## src/rtl/predictor_arbiter.sv

```systemverilog
// Two-port branch predictor table (2-bit saturating counters) with a
// round-robin lookup arbiter and a 2-deep resolved-branch update FIFO.
module predictor_arbiter #(
    parameter int         IDX_W = 4,
    parameter logic [1:0] INIT  = 2'b01
) (
    input  logic             clk,
    input  logic             reset,
    input  logic             req0,
    input  logic             req1,
    input  logic [IDX_W-1:0] idx0,
    input  logic [IDX_W-1:0] idx1,
    output logic             gnt0,
    output logic             gnt1,
    output logic             pred_valid0,
    output logic             pred_valid1,
    output logic             prediction0,
    output logic             prediction1,
    input  logic             result,
    input  logic [IDX_W-1:0] res_idx,
    input  logic             taken,
    output logic             upd_ready,
    output logic [7:0]       dropped
);
    localparam int ENTRIES = 1 << IDX_W;

    typedef struct packed {
        logic [IDX_W-1:0] idx;
        logic             taken;
    } upd_t;

    logic [1:0]            ctr [ENTRIES];
    upd_t                  fifo [2];
    logic [1:0]            count;
    logic                  rr;      // requester favoured on a tie
    logic [1:0]            req;
    logic [1:0]            gnt;
    logic [1:0][IDX_W-1:0] idx;
    logic [1:0]            pvld;
    logic [1:0]            pbit;
    logic                  push;
    logic                  drain;
    upd_t                  new_upd;

    assign req     = {req1, req0};
    assign idx     = {idx1, idx0};
    assign new_upd = '{idx: res_idx, taken: taken};

    function automatic logic [1:0] sat_upd(input logic [1:0] c, input logic t);
        if (t)
            return (c == 2'd3) ? c : c + 2'd1;
        else
            return (c == 2'd0) ? c : c - 2'd1;
    endfunction

    // A full FIFO steals the cycle so updates always make forward progress.
    always_comb begin
        gnt = '0;
        if (!reset && count != 2'd2) begin
            if (req == 2'b11)
                gnt = rr ? 2'b10 : 2'b01;
            else
                gnt = req;
        end
    end

    assign gnt0        = gnt[0];
    assign gnt1        = gnt[1];
    assign upd_ready   = (count < 2'd2);
    assign push        = result && upd_ready;
    assign drain       = (count != 2'd0) && (gnt == 2'b00);
    assign pred_valid0 = pvld[0];
    assign pred_valid1 = pvld[1];
    assign prediction0 = pbit[0];
    assign prediction1 = pbit[1];

    always_ff @(posedge clk or posedge reset) begin
        if (reset) begin
            for (int i = 0; i < ENTRIES; i++)
                ctr[i] <= INIT;
        end else if (drain) begin
            ctr[fifo[0].idx] <= sat_upd(ctr[fifo[0].idx], fifo[0].taken);
        end
    end

    // Push requires count<2 and pop requires count>0, so push+pop implies count==1.
    always_ff @(posedge clk or posedge reset) begin
        if (reset) begin
            count   <= 2'd0;
            fifo[0] <= '0;
            fifo[1] <= '0;
        end else begin
            case ({push, drain})
                2'b01: begin
                    fifo[0] <= fifo[1];
                    count   <= count - 2'd1;
                end
                2'b10: begin
                    fifo[count[0]] <= new_upd;
                    count          <= count + 2'd1;
                end
                2'b11: fifo[0] <= new_upd;
                default: ;
            endcase
        end
    end

    always_ff @(posedge clk or posedge reset) begin
        if (reset) begin
            rr      <= 1'b0;
            dropped <= 8'd0;
        end else begin
            if (gnt[0])
                rr <= 1'b1;
            else if (gnt[1])
                rr <= 1'b0;
            if (result && !upd_ready && dropped != 8'hff)
                dropped <= dropped + 8'd1;
        end
    end

    always_ff @(posedge clk or posedge reset) begin
        if (reset) begin
            pvld <= '0;
            pbit <= '0;
        end else begin
            for (int p = 0; p < 2; p++) begin
                pvld[p] <= gnt[p];
                if (gnt[p])
                    pbit[p] <= ctr[idx[p]][1];
            end
        end
    end

endmodule

```

## config.mk

```make
export PLATFORM = sky130hd
export DESIGN_NAME = predictor_arbiter
export DESIGN_NICKNAME = d
export VERILOG_FILES = /design/src/rtl/predictor_arbiter.sv
export SDC_FILE = /design/constraint.sdc
export NUM_CORES = 1
export LEC_CHECK = 0
export ABC_AREA = 1
export BUFFER_PORTS_ARGS = -buffer_cell sky130_fd_sc_hd__buf_2
export CAP_MARGIN = 15
export CORE_UTILIZATION = 50
export DETAILED_ROUTE_END_ITERATION = 10
export GPL_TIMING_DRIVEN = 0
export PLACE_DENSITY_LB_ADDON = 0.15
export SKIP_CTS_REPAIR_TIMING = 1
export SYNTH_ARGS = -nofsm -noshare
export SYNTH_HDL_FRONTEND = slang
export SYNTH_SLANG_ARGS = --single-unit
```

## constraint.sdc

```tcl
create_clock -name clk -period 4.5 [get_ports clk]
set_input_delay 0.45 -clock clk [delete_from_list [all_inputs] [get_ports clk]]
set_output_delay 0.45 -clock clk [all_outputs]
set_load 0.02 [all_outputs]
```

; ---- Word level (Yosys, flattened, before mapping)
; Cells that the tools add are included.
[classes]
addsub = 5
mul = 0
n_div = 0
order_cmp = 7
n_eq_ne = 7
n_shift = 0
n_mux = 26
bitwise = 4
n_reduce_logical = 15
[ops]
columns = op, n
row1 = 32-bit bitwise mux, 1
row2 = 2-bit 2-to-1 mux, 14
row3 = 2-bit binary-select mux with 4-bit select, 3
row4 = 5-bit greater-or-equal comparator (second input constant), 3
row5 = 4-bit inverter with 5-bit output, 3
row6 = 5-bit case mux with 3 select lines, 1
row7 = 10-bit bitwise mux, 1
row8 = 8-bit by 1-bit adder with 8-bit output (second input constant), 1
row9 = 2-bit demux with 4-bit select, 1
row10 = 2-bit == test (second input constant), 4
row11 = 8-bit inequality test (second input constant), 1
row12 = 1-bit logical AND, 7
row13 = 2-bit nonzero test, 3
row14 = 5-bit demux with 1-bit select, 1
row15 = 5-bit by 1-bit < comparator with 1-bit output (second input constant), 1
row16 = 5-bit 2-to-1 mux, 1
row17 = 2-bit by 1-bit adder with 2-bit output (second input constant), 2
row18 = 2-bit logical NOT, 2
row19 = 2-bit case mux with 2 select lines, 1
row20 = 2-bit by 1-bit subtractor with 2-bit output (second input constant), 2
row21 = 3-bit nonzero test, 1
row22 = 2-bit by 1-bit == test with 1-bit output (second input constant), 1
row23 = 2-bit greater-or-equal comparator (second input constant), 1
row24 = 1-bit logical NOT, 2
row25 = 5 further kinds, 6
[totals]
ff_bits = 57
latchBits = 0
mem_bits_rw = 0
romBits = 0
input_bits = 18
output_inout_bits = 15
elab_cells = 90
memories = 0

; ---- Longest topological paths before layout
; Gate-level depths: netlist (run 1).
[depth]
word_depth = 9
ltp_mapped = 15
mapped_depth_nobuf = 13

; ---- Least setup slack after synthesis (run 1)
; Ideal clock, no wire load.
[synth_path]
path_type = input port to flip-flop
from = input port reset
to = register fifo[5] (netlist bit)
setup_time_ps = 134
t_arrival_ps = 3438
required_ps = 4366
slack_ps = 927
path_stages = 12
cell_sequence = inv_1 > o21ai_1 > nor2_1 > inv_1 > o211ai_4 > buf_6 > inv_1 > ha_1 > o21ai_0 > o21ai_0 > inv_1 > o22ai_1
[synth_between]
elab_chain_cells = 7
[synth_rtl]
columns = item, line_no
row1 = start: declaration, 8  ; input logic reset,
row2 = 1-bit logical NOT (no source line) *, -
row3 = 1-bit logical AND *, 59  ; if (!reset && count != 2'd2) begin
row4 = 2-bit 2-to-1 mux *, 59
row5 = via gnt0, 13  ; output logic gnt0,
row6 = 2-bit logical NOT *, 71  ; assign drain = (count != 2'd0) && (gnt == 2'b00);
row7 = 1-bit logical AND *, 71
row8 = 2-bit == test or 2-bit by 1-bit == test with 1-bit output (tied branches), 93  ; case ({push, drain})
row9 = 5-bit case mux with 3 select lines or 3-bit nonzero test (tied branches), -
row10 = end signal: indexed assignment, 99  ; fifo[count[0]] <= new_upd;
row11 = end: declaration, 33  ; upd_t fifo [2];
; Mark *: on every way through the listed nets, which the timed path passes. The rest lies on a longest branch.
; A chain may end at the register's enable or synchronous reset.

; ---- Worst setup path after layout (run 1)
[layout_path]
from = input port reset
to = register fifo[9] (netlist bit)
[layout_between]
elab_chain_cells = 7
[layout_rtl]
columns = item, line_no
row1 = 1-bit logical NOT (no source line) *, -
row2 = 1-bit logical AND *, 59
row3 = 2-bit 2-to-1 mux *, 59
row4 = 2-bit logical NOT *, 71
row5 = 1-bit logical AND *, 71
row6 = 2-bit == test or 2-bit by 1-bit == test with 1-bit output (tied branches), 93
row7 = 5-bit case mux with 3 select lines or 3-bit nonzero test (tied branches), -
; Mark *: on every way between the ends. The rest lies on a longest branch, timed or not.

==> results of run 1 <==
## cell families (layout without fill, tap and decap cells)
group	Yosys count	count (layout)	share of synthesized area [%]
buffers and inverters	76	121	9.68
xor gates and xnor gates	9	9	2.39
and+or+nand+nor	260	260	32.4
adders and majority gates	4	4	1.52
AOI/OAI and AO/OA	54	54	10.1
DFF	57	57	43.9
## power by group through the flow
| stage | clock network, mW | registers, mW | logic [mW] |
|---|---|---|---|
| 3_3_place_gp | 0 | 0.828 | 0.916 |
| 2_1_floorplan | 0 | 0.841 | 0.652 |
| 5_1_grt | 0.621 | 0.847 | 1.05 |
| 6_report | 0.593 | 0.826 | 0.940 |
| 4_1_cts | 0.602 | 0.825 | 0.939 |
| 3_5_place_dp | 0 | 0.832 | 0.935 |
## synth_stat cells
cell type and instances:
nand2_1 188, inv_1 61, dfrtp_1 41, nand3_1 29, o21ai_0 22, nor3_1 17
dfstp_2 16, nor2_1 15, a21oi_1 11, o211ai_1 8, clkbuf_1 6, o22ai_1 5
xor2_1 5, ha_1 4, nand2_2 4, xnor2_1 4, a31oi_1 3, buf_2 3
buf_6 3, buf_4 2, nand3b_1 2, nand4_1 2, nor2_2 2, o21ai_1 2
a31o_2 1, inv_2 1, nand2_4 1, o211ai_4 1, o21ai_4 1
## routing by layer
| metal | part of all wire [%] | vias up |
|---|---|---|
| li1 | - | 1527 |
| met1 | 46 | 1394 |
| met2 | 47 | 83 |
| met3 | 5.0 | 18 |
| met4 | 2.3 | 0 |
| met5 | 0 | - |
## worst paths after layout
check	startpoint	to	slack (ns)	cells past startpoint
max	reset	fifo[9]$_DFFE_PP0P_	1.69	14
min	reset	ctr[27]$_DFFE_PP0P_	0.19	2
max reg2reg	count[1]$_DFFE_PP0P_	fifo[9]$_DFFE_PP0P_	1.85	13
min reg2reg	ctr[14]$_DFFE_PP1P_	ctr[14]$_DFFE_PP1P_	0.47	2
max in group asynchronous	reset	ctr[2]$_DFFE_PP1P_	3.67	3
min in group clk	res_idx[2]	fifo[3]$_DFFE_PP0P_	0.38	3
## cell type report
| class | count | share of cell area (%) |
|---|---|---|
| Clock inverter | 6 | 2.77 |
| Multi-Input combinational cell | 327 | 40.3 |
| Timing Repair Buffer | 29 | 4.22 |
| Buffer | 14 | 2.28 |
| Clock buffer | 10 | 3.63 |
| Tap cell | 77 | 2.54 |
| Sequential cell | 57 | 38.1 |
| Inverter | 62 | 6.13 |
## per-stage QoR
step	hold slack, ns	instance area [um2]	util (%)	power [mW]	instances
after floorplan	0.448	3290	-	1.49	460
after global placement	0.458	3530	55.6	1.74	565
after detailed placement	0.458	3550	55.9	1.77	566
after CTS	0.198	3790	59.7	2.37	582
after global routing	0.239	3790	59.7	2.52	582
final	0.186	3790	59.7	2.36	582
## worst max-delay path, cell delays in order
cell      delay (ns)
buf_2           0.11
inv_2           0.44
o21ai_1         0.14
nor2_1          0.42
inv_1           0.16
o211ai_4        0.19
buf_6           0.20
ha_1            0.22
inv_1           0.05
nor2_1          0.12
o21ai_0         0.18
o21ai_0         0.23
inv_1           0.06
o22ai_1         0.10
## sequential cells by signal, indices dropped and copies added (netlist names)
name and count:
count 2, ctr 32, dropped 8, fifo 10, pbit 2, pvld 2
rr 1
## placed cells by master (no fill, tap or decap), types with 3 or more instances in the layout
| master | netlist | routed |
|---|---|---|
| nand2_1 | 188 | 188 |
| inv_1 | 61 | 60 |
| dfrtp_1 | 41 | 41 |
| buf_2 | 3 | 31 |
| nand3_1 | 29 | 29 |
| o21ai_0 | 22 | 22 |
| nor3_1 | 17 | 17 |
| dfstp_2 | 16 | 16 |
| nor2_1 | 15 | 15 |
| a21oi_1 | 11 | 11 |
| clkbuf_8 | 0 | 10 |
| o211ai_1 | 8 | 8 |
| clkbuf_1 | 6 | 6 |
| xor2_1 | 5 | 5 |
| o22ai_1 | 5 | 5 |
| nand2_2 | 4 | 4 |
| xnor2_1 | 4 | 4 |
| ha_1 | 4 | 4 |
| buf_6 | 3 | 3 |
| a31oi_1 | 3 | 3 |
| clkinv_2 | 0 | 3 |
| bufinv_16 | 0 | 3 |
==> summary.txt, run 1 <==
Power
  • Leak Pwr: a little under 2 nW
  • Comb power frac: between 30% and 40%
  • Pwr Density: roughly 620 nW/um2
  • Clock share of power: between 20% and 30%
  • Sw frac: 41.2%
  • Int Pwr: around 1.4 mW
  • Max rail drop VDD: between 0.4 and 0.5 mV
  • Net switching power figure: 973 uW
  • Seq pwr share: a little over a third

STA
  • Measured slew at the worst slew-check pin: between 0.6 and 0.7 ns
  • Setup tns final: 0 ns
  • Slew Viols, Final: 0
  • Max-slew headroom: ~59%
  • Max Fclk: about 360 MHz
  • RSZ-0062 raised after global routing: false
  • Setup violations, final: 0
  • Post-Route Skew: 0.00794 ns
  • Final hold vios: 0
  • Final Cycle Share: approximately 62%
  • Final WS setup: ~1.7 ns
  • Final Critical Period: about 2.8 ns

Floorplanning
  • Row Count: 29
  • Initial Util: just over 50%
  • Core box area: between 6000 and 7000 um2
  • Die height: approximately 83 um
  • Die width: 83.2 um
  • I/O pins: 33
  • Die footprint: between 6000 and 7000 um2

Cells and area
  • Ant diodes: 0
  • Ratio of cells with drive above 1 in the final layout: around 16%
  • Area grow syn2layout: 15.2%
  • Multi-input gate area: 1530 um2
  • Sequential cell area: 1450 um2
  • Fillcell total: 598
  • Final net count: between 500 and 600

CTS
  • TritonCTS buffer count: 9
  • Number of H-tree levels: 3
  • Worst skew pair latency: 0.34 ns
  • Clock Tree Root: clkbuf_8
  • CTS tree: done
  • Reg clk slew, reported paths: approximately 0.07 ns
  • CTS sink count: 57
  • Clock tree buffer depth: 2

Drt
  • Routed vias: roughly 3000
  • First-pass detailed-route iteration total: 5
  • Vias per inst: roughly 5.2
  • Iter 0 DRT Violations: 191
  • DR WL/cell: 13.8 um
  • Drt total wl: 8040 um
  • Antenna Nets Post-Route: 0
  • Remaining DRCs: 0

Placed design
  • Placer congestion estimate: 0.902
  • Dpl ws: around 1.3 ns
  • Post-DP HPWL: 6000 um
  • IO Port Bufs: 28

Worst setup path
  • Critical Path Fanout Max: 29
  • Crit path kind: in2reg
  • Worst Path Required: between 4 and 5 ns
  • Critical Path AT: between 3 and 4 ns
  • CP endpoint kind: register
  • Startpoint types: input pin

Synth
  • Main area contributors after synthesis: dfrtp_1, nand2_1, dfstp_2, inv_1, nand3_1
  • Cell taking the most area after synthesis: dfrtp_1
  • Mapped Area: 3290 um2
  • Cells after Synth: 460
  • Syn nets: 482
  • Yosys cell types: 29
  • Synth Register Bits: 57
  • Sequential area share after synthesis: a little over two fifths
  • Synth top area share: 31.1%
  • Avg Cell Area, Syn: 7.16 um2
  • Ys Warns: 0

Global routing
  • Busiest grt layer: met2
  • Largest net degree at the start of global routing: 31
  • M3 GR Usage: 5.67%
  • Initial antenna violation count: 0
  • Grt ovf: 0
  • M1 GR Usage: 31.6%
  • Vias in the first global route: 2946
  • Global-route wire length before repair: between 10000 and 15000 um
  • GRT Resource Usage Total: 25.2%
  • Grt met2 use: between 40% and 50%

Run
  • Max Cap Viol: 0

Run status
  • Outcome: finished clean

Hold path
  • Hold crit path type: in2async
Note: power is estimated with default switching activity, not from simulation.
==> run 2, diff against run 1 <==
==> constraint.sdc (replaced) <==
create_clock -name clk -period 2.55 [get_ports clk]
set_input_delay 0.255 -clock clk [delete_from_list [all_inputs] [get_ports clk]]
set_output_delay 0.255 -clock clk [all_outputs]
set_load 0.02 [all_outputs]
==> summary.txt, run 2 (synthesis gave the netlist of run 1 again) <==
CTS
  • Clock Tree Root: clkbuf_8
  • Clock tree buffer depth: 2 (unchanged)
  • CTS sink count: 57 (unchanged)
  • TritonCTS buffer count: 9 (unchanged)
  • CTS tree: done
  • Number of H-tree levels: 3 (unchanged)
  • Reg clk slew, reported paths: 0.07 ns (about the same)
  • Worst skew pair latency: 0.33 ns (about the same)

STA
  • Final Critical Period: roughly 2.3 ns
  • Max Fclk: ~440 MHz
  • Measured slew at the worst slew-check pin: 0.666 ns (+0.0585 ns)
  • Post-Route Skew: 0.00780 ns (-0.000142 ns)
  • Max-slew headroom: 55.3% (-4.1 points)
  • RSZ-0062 raised after global routing: false
  • Slew Viols, Final: 0 (unchanged)
  • Hold slack: -0.0119 ns (-0.198 ns)
  • Setup violations, final: 0 (unchanged)
  • Final Cycle Share: 89.0%
  • Final hold vios: 4 (+4)

Cells and area
  • Most common cell after layout, fill and taps aside: nand2_1
  • Ratio of cells with drive above 1 in the final layout: 16.6% (+0.53 points)
  • Final net count: 524 (+0.38%)
  • Area grow syn2layout: 14.6%
  • Final instance area: 3780 um2 (-0.46%)
  • Ant diodes: 0 (unchanged)
  • Max reg flops: 32 (unchanged)
  • Most frequent cells in the layout: nand2_1, inv_1, dfrtp_1
  • Leading registers by flop count: ctr: 32 flops, fifo: 10 flops, dropped: 8 flops
  • Most flop-heavy register: ctr

Drt
  • Vias per inst: 5.22 (+0.45%)
  • Routed vias: 3046 (+0.79%)
  • Drt total wl: 7900 um (-1.7%)
  • Iter 0 DRT Violations: 251 (+31%)
  • DR WL/cell: 13.5 um (-2.0%)
  • Remaining DRCs: 0 (unchanged)
  • First-pass detailed-route iteration total: 4 (-1)
  • Antenna Nets Post-Route: 0 (unchanged)

Power
  • Pwr Density: 1040 nW/um2 (+67%)
  • Max rail drop VDD: 0.574 mV (+27%)
  • Total power: 3.92 mW (+66%)
  • Leak Pwr: 1.94 nW (-1.4%)

Worst setup path
  • Startpoint types: register
  • CP endpoint kind: register
  • Critical Path AT: 2.51 ns (-0.56 ns)
  • CP delay by family, top: compound AO/OA/AOI/OAI gates
  • Critical Path Fanout Max: 11 (-62%)
  • Crit path buf inv count: 5 (-1)
  • Critical path's largest stage delay: 0.32 ns (-0.12 ns)
  • Crit path kind: reg2reg
  • Worst Path Required: 2.79 ns (-1.97 ns)
  • Critical Path, Cell by Cell: buf_2, inv_1, a21oi_1, nand3_1, o211ai_4, buf_6, ha_1, inv_1, nor2_1, o21ai_2, o21ai_0, inv_1, o22ai_1
  • Most frequent CP cell: inv_1
  • Slowest cell on the critical path: dfrtp_1

Floorplanning
  • Die width: 83.2 um (unchanged)
  • Die footprint: 6920 um2 (unchanged)
  • Row Count: 29 (unchanged)
  • Initial Util: 51.9% (unchanged)
  • Core box area: 6350 um2 (unchanged)
  • Die height: 83.2 um (unchanged)
  • I/O pins: 33 (unchanged)

Run status
  • Failing checks: negative hold slack
  • Outcome: finished, violations left

Global routing
  • Vias in the first global route: 2921 (-0.85%)
  • Initial antenna violation count: 0 (unchanged)
  • GRT Resource Usage Total: 24.6% (-0.53 points)
  • Largest net degree at the start of global routing: 31 (unchanged)
  • Global-route wire length before repair: 13500 um (-0.71%)
  • Grt ovf: 0 (unchanged)

Placed design
  • IO Port Bufs: 28 (unchanged)
  • Post-DP HPWL: 5870 um (-2.1%)
  • Placer congestion estimate: 0.911 (+1.0%)
  • Post-DP Area: 3560 um2 (+0.39%)

Hold path
  • Hold crit path type: in2async

Run
  • Max Cap Viol: 0 (unchanged)
==> run 2: worst reg2reg max path, cell delays in order, from the launching register on <==
cell,delay [ns]
dfrtp_1,0.32
buf_2,0.20
inv_1,0.08
a21oi_1,0.13
nand3_1,0.15
o211ai_4,0.21
buf_6,0.22
ha_1,0.22
inv_1,0.05
nor2_1,0.15
o21ai_2,0.10
o21ai_0,0.17
inv_1,0.06
o22ai_1,0.13
==> run 2: worst paths after layout <==
kind | endpoint | from | slack (ns) | cells after the start
max in group asynchronous | ctr[10]$_DFFE_PP1P_ | reset | 2.15 | 2
min in group clk | fifo[2]$_DFFE_PP0P_ | res_idx[1] | 0.18 | 3
worst min-delay path | count[1]$_DFFE_PP0P_ | reset | -0.01 | 3
worst max-delay path | fifo[9]$_DFFE_PP0P_ | count[0]$_DFFE_PP0P_ | 0.28 | 13
worst max register to register | fifo[9]$_DFFE_PP0P_ | count[0]$_DFFE_PP0P_ | 0.28 | 13
worst min register to register | ctr[8]$_DFFE_PP1P_ | ctr[8]$_DFFE_PP1P_ | 0.47 | 2
==> run 2: cell type report <==
class | instances | area (um2)
Clock inverter | 1 | 7.51
Fill cell | 618 | 2570
Clock buffer | 15 | 186
Timing Repair Buffer | 30 | 168
Timing Repair inverter | 1 | 5.00
Buffer | 14 | 86.3
Multi-Input combinational cell | 327 | 1540
Tap cell | 77 | 96.3
Inverter | 62 | 236
Sequential cell | 57 | 1450
==> run 2: power breakdown <==
part	internal (mW)	leakage (nW)	switching (mW)
Combinational	0.550	1.14	1.11
Sequential	1.23	0.705	0.215
Clock	0.460	0.0960	0.351
Total	2.24	1.94	1.68
==> run 2: per-stage QoR <==
stage	cells	utilization [%]	setup TNS, ns	setup slack, ns
4_1_cts	582	59.2	-0.00189	-0.00189
2_1_floorplan	460	-	0	0.0221
3_3_place_gp	565	55.8	-14.13	-0.665
3_5_place_dp	566	56.1	-3.15	-0.375
6_report	584	59.5	0	0.281
5_1_grt	584	59.5	0	0.0186
==> run 2: routing by layer <==
metal / wire (um) / vias to the layer above / GRT usage [%]
li1: - / 1530 / -
met4: 157 / 0 / 10.2
met1: 3610 / 1412 / 33.6
met3: 522 / 18 / 4.77
met2: 3610 / 86 / 38.5
met5: 0 / - / 0
==> run 3, diff against run 2 <==
--- a/config.mk
+++ b/config.mk
@@ -12,6 +12,7 @@
 export DETAILED_ROUTE_END_ITERATION = 10
 export GPL_TIMING_DRIVEN = 0
 export PLACE_DENSITY_LB_ADDON = 0.15
+export REMOVE_ABC_BUFFERS = 1
 export SKIP_CTS_REPAIR_TIMING = 1
 export SYNTH_ARGS = -nofsm -noshare
 export SYNTH_HDL_FRONTEND = slang
==> summary.txt, run 3 (synthesis gave the netlist of run 1 again) <==
Floorplanning
  • Die width: 83.2 um (unchanged)
  • Core box area: 6350 um2 (unchanged)
  • Die height: 83.2 um (unchanged)
  • Row Count: 29 (unchanged)
  • I/O pins: 33 (unchanged)
  • Initial Util: 51.9% (unchanged)
  • Die footprint: 6920 um2 (unchanged)

CTS
  • Number of H-tree levels: 3 (unchanged)
  • CTS tree: done
  • Clock Tree Root: clkbuf_8
  • CTS sink count: 57 (unchanged)
  • TritonCTS buffer count: 9 (unchanged)
  • Worst skew pair latency: 0.34 ns (about the same)
  • Clock tree buffer depth: 2 (unchanged)
  • Reg clk slew, reported paths: 0.07 ns (about the same)

Power
  • Leak Pwr: 1.94 nW (about the same)
  • Comb power frac: 37.3% (-5.1 points)
  • Max rail drop VDD: 0.605 mV (+5.4%)
  • Clock share of power: 25.5% (+4.8 points)
  • Pwr Density: 1070 nW/um2 (+3.6%)
  • Sw frac: 41.4% (-1.4 points)
  • Seq pwr share: 37.2% (+0.3 points)
  • Net switching power figure: 1.67 mW (-0.33%)
  • Int Pwr: 2.37 mW (+5.6%)

Worst setup path
  • Worst Path Required: 2.81 ns (+0.02 ns)
  • Worst r2r path cells: 13 (unchanged)
  • Startpoint types: register
  • Slowest cell on the critical path: dfrtp_1
  • Critical Path Fanout Max: 17 (+6)
  • Critical Path AT: 2.53 ns (+0.02 ns)
  • Critical Path, Cell by Cell: inv_2, nand2_1, nand2_1, nand2_1, nand2_1, nand2_1, nand2_1, nor2_2, nand2_2, nand2_2, nand2_4, nand2_1, nand2_1
  • Most frequent CP cell: nand2_1
  • Critical path's largest stage delay: 0.67 ns (+0.35 ns)
  • Crit path kind: reg2reg
  • CP endpoint kind: register

Drt
  • Remaining DRCs: 0 (unchanged)
  • Drt total wl: 7750 um (-1.9%)
  • WL met1: 3640 um (+0.75%)
  • Met3 Wirelength: 548 um (+5.0%)
  • Antenna Nets Post-Route: 0 (unchanged)
  • Met2 routed wirelength: 3410 um (-5.5%)
  • Vias per inst: 5.20 (-0.36%)
  • Routed vias: 2983 (-2.1%)
  • First-pass detailed-route iteration total: 4 (unchanged)
  • Iter 0 DRT Violations: 260 (+3.6%)
  • Uppermost layer routed: met4
  • DR WL/cell: 13.5 um (-0.18%)

Global routing
  • Largest net degree at the start of global routing: 31 (unchanged)
  • Global-route wire length before repair: 13100 um (-3.2%)
  • Grt ovf: 0 (unchanged)
  • Initial antenna violation count: 0 (unchanged)
  • Vias in the first global route: 2796 (-4.3%)
  • GRT Resource Usage Total: 23.7% (-0.91 points)

STA
  • Final hold vios: 0 (-4)
  • Measured slew at the worst slew-check pin: 0.924 ns (+0.258 ns)
  • Setup violations, final: 0 (unchanged)
  • Final Critical Period: 2.27 ns (-0.000264 ns)
  • Final WS setup: 0.281 ns (+0.000264 ns)
  • Post-Route Skew: 0.0120 ns (+0.00419 ns)
  • Hold slack: 0.0487 ns (+0.0606 ns)
  • RSZ-0062 raised after global routing: false
  • Max-slew headroom: 38.2% (-17 points)
  • Slew Viols, Final: 0 (unchanged)
  • Max Fclk: 441 MHz (about the same)
  • Final Cycle Share: 89.0% (about the same)

Hold path
  • Hold crit path type: in2async

Cells and area
  • Area grow syn2layout: 14.1%
  • Final net count: 514 (-1.9%)
  • Leading registers by flop count: ctr: 32 flops, fifo: 10 flops, dropped: 8 flops
  • Most flop-heavy register: ctr
  • Most frequent cells in the layout: nand2_1, inv_1, dfrtp_1
  • Ant diodes: 0 (unchanged)
  • Ratio of cells with drive above 1 in the final layout: 16.1% (-0.47 points)
  • Max reg flops: 32 (unchanged)
  • Most common cell after layout, fill and taps aside: nand2_1

Run
  • Max Cap Viol: 0 (unchanged)

Placed design
  • Post-DP HPWL: 5500 um (-6.3%)
  • IO Port Bufs: 32 (+14%)
  • Dpl ws: -0.295 ns (+0.0807 ns)
  • Placer congestion estimate: 0.861 (-5.5%)

Run status
  • Outcome: finished clean
run 3: cell count changes in the layout (fill, tap and decap cells not counted), sizes merged:
cell and change:
bufinv +2, clkinvlp -3, clkbuf -8, dlygate4sd3 +1, inv +2, buf -4
run 3: path summary, 6_finish.rpt:
check / endpoint / slack, ns / start
worst max-delay path: ctr[10]$_DFFE_PP1P_ / 0.28 / fifo[6]$_DFFE_PP0P_
worst min-delay path: ctr[6]$_DFFE_PP1P_ / 0.05 / reset
worst max register to register: ctr[10]$_DFFE_PP1P_ / 0.28 / fifo[6]$_DFFE_PP0P_
worst min register to register: ctr[2]$_DFFE_PP1P_ / 0.47 / ctr[2]$_DFFE_PP1P_
max in group asynchronous: ctr[15]$_DFFE_PP0P_ / 1.14 / reset
min in group clk: fifo[2]$_DFFE_PP0P_ / 0.18 / res_idx[1]
run 3: power groups by stage:
| stage | clock [mW] | sequential [mW] | combinational [mW] |
|---|---|---|---|
| after floorplan | 0 | 1.52 | 1.01 |
| after global placement | 0 | 1.51 | 1.46 |
| after detailed placement | 0 | 1.51 | 1.48 |
| after CTS | 1.05 | 1.50 | 1.48 |
| after global routing | 1.09 | 1.55 | 1.70 |
| final | 1.03 | 1.50 | 1.51 |
run 3: final cells by class:
cell class / count / area [um2]
Inverter: 62 / 235
Timing Repair Buffer: 35 / 198
Clock buffer: 13 / 179
Clock inverter: 3 / 68.8
Fill cell: 600 / 2590
Tap cell: 77 / 96.3
Multi-Input combinational cell: 327 / 1530
Sequential cell: 57 / 1450
run 3: layer usage:
layer / global-route usage (%) / vias to the layer above
li1: - / 1509
met1: 33.8 / 1357
met2: 35.6 / 101
met3: 4.47 / 16
met4: 9.56 / 0
met5: 0 / -
run 3: per-stage QoR:
step	area, um2	total power [mW]	std cells	setup TNS (ns)	util [%]
after floorplan	3210	2.53	446	-15.55	-
after global placement	3460	2.97	555	-43.46	54.6
after detailed placement	3480	2.99	556	-1.48	54.9
after CTS	3730	4.03	572	0	58.8
after global routing	3760	4.34	574	0	59.2
final	3760	4.04	574	0	59.2
run 3: worst max-delay path, delay by kind of cell, from the launching register on:
family / cells / cell delay (ns)
buffers and inverters: 1 / 0.24
DFF: 1 / 0.67
and+or+nand+nor: 12 / 1.26
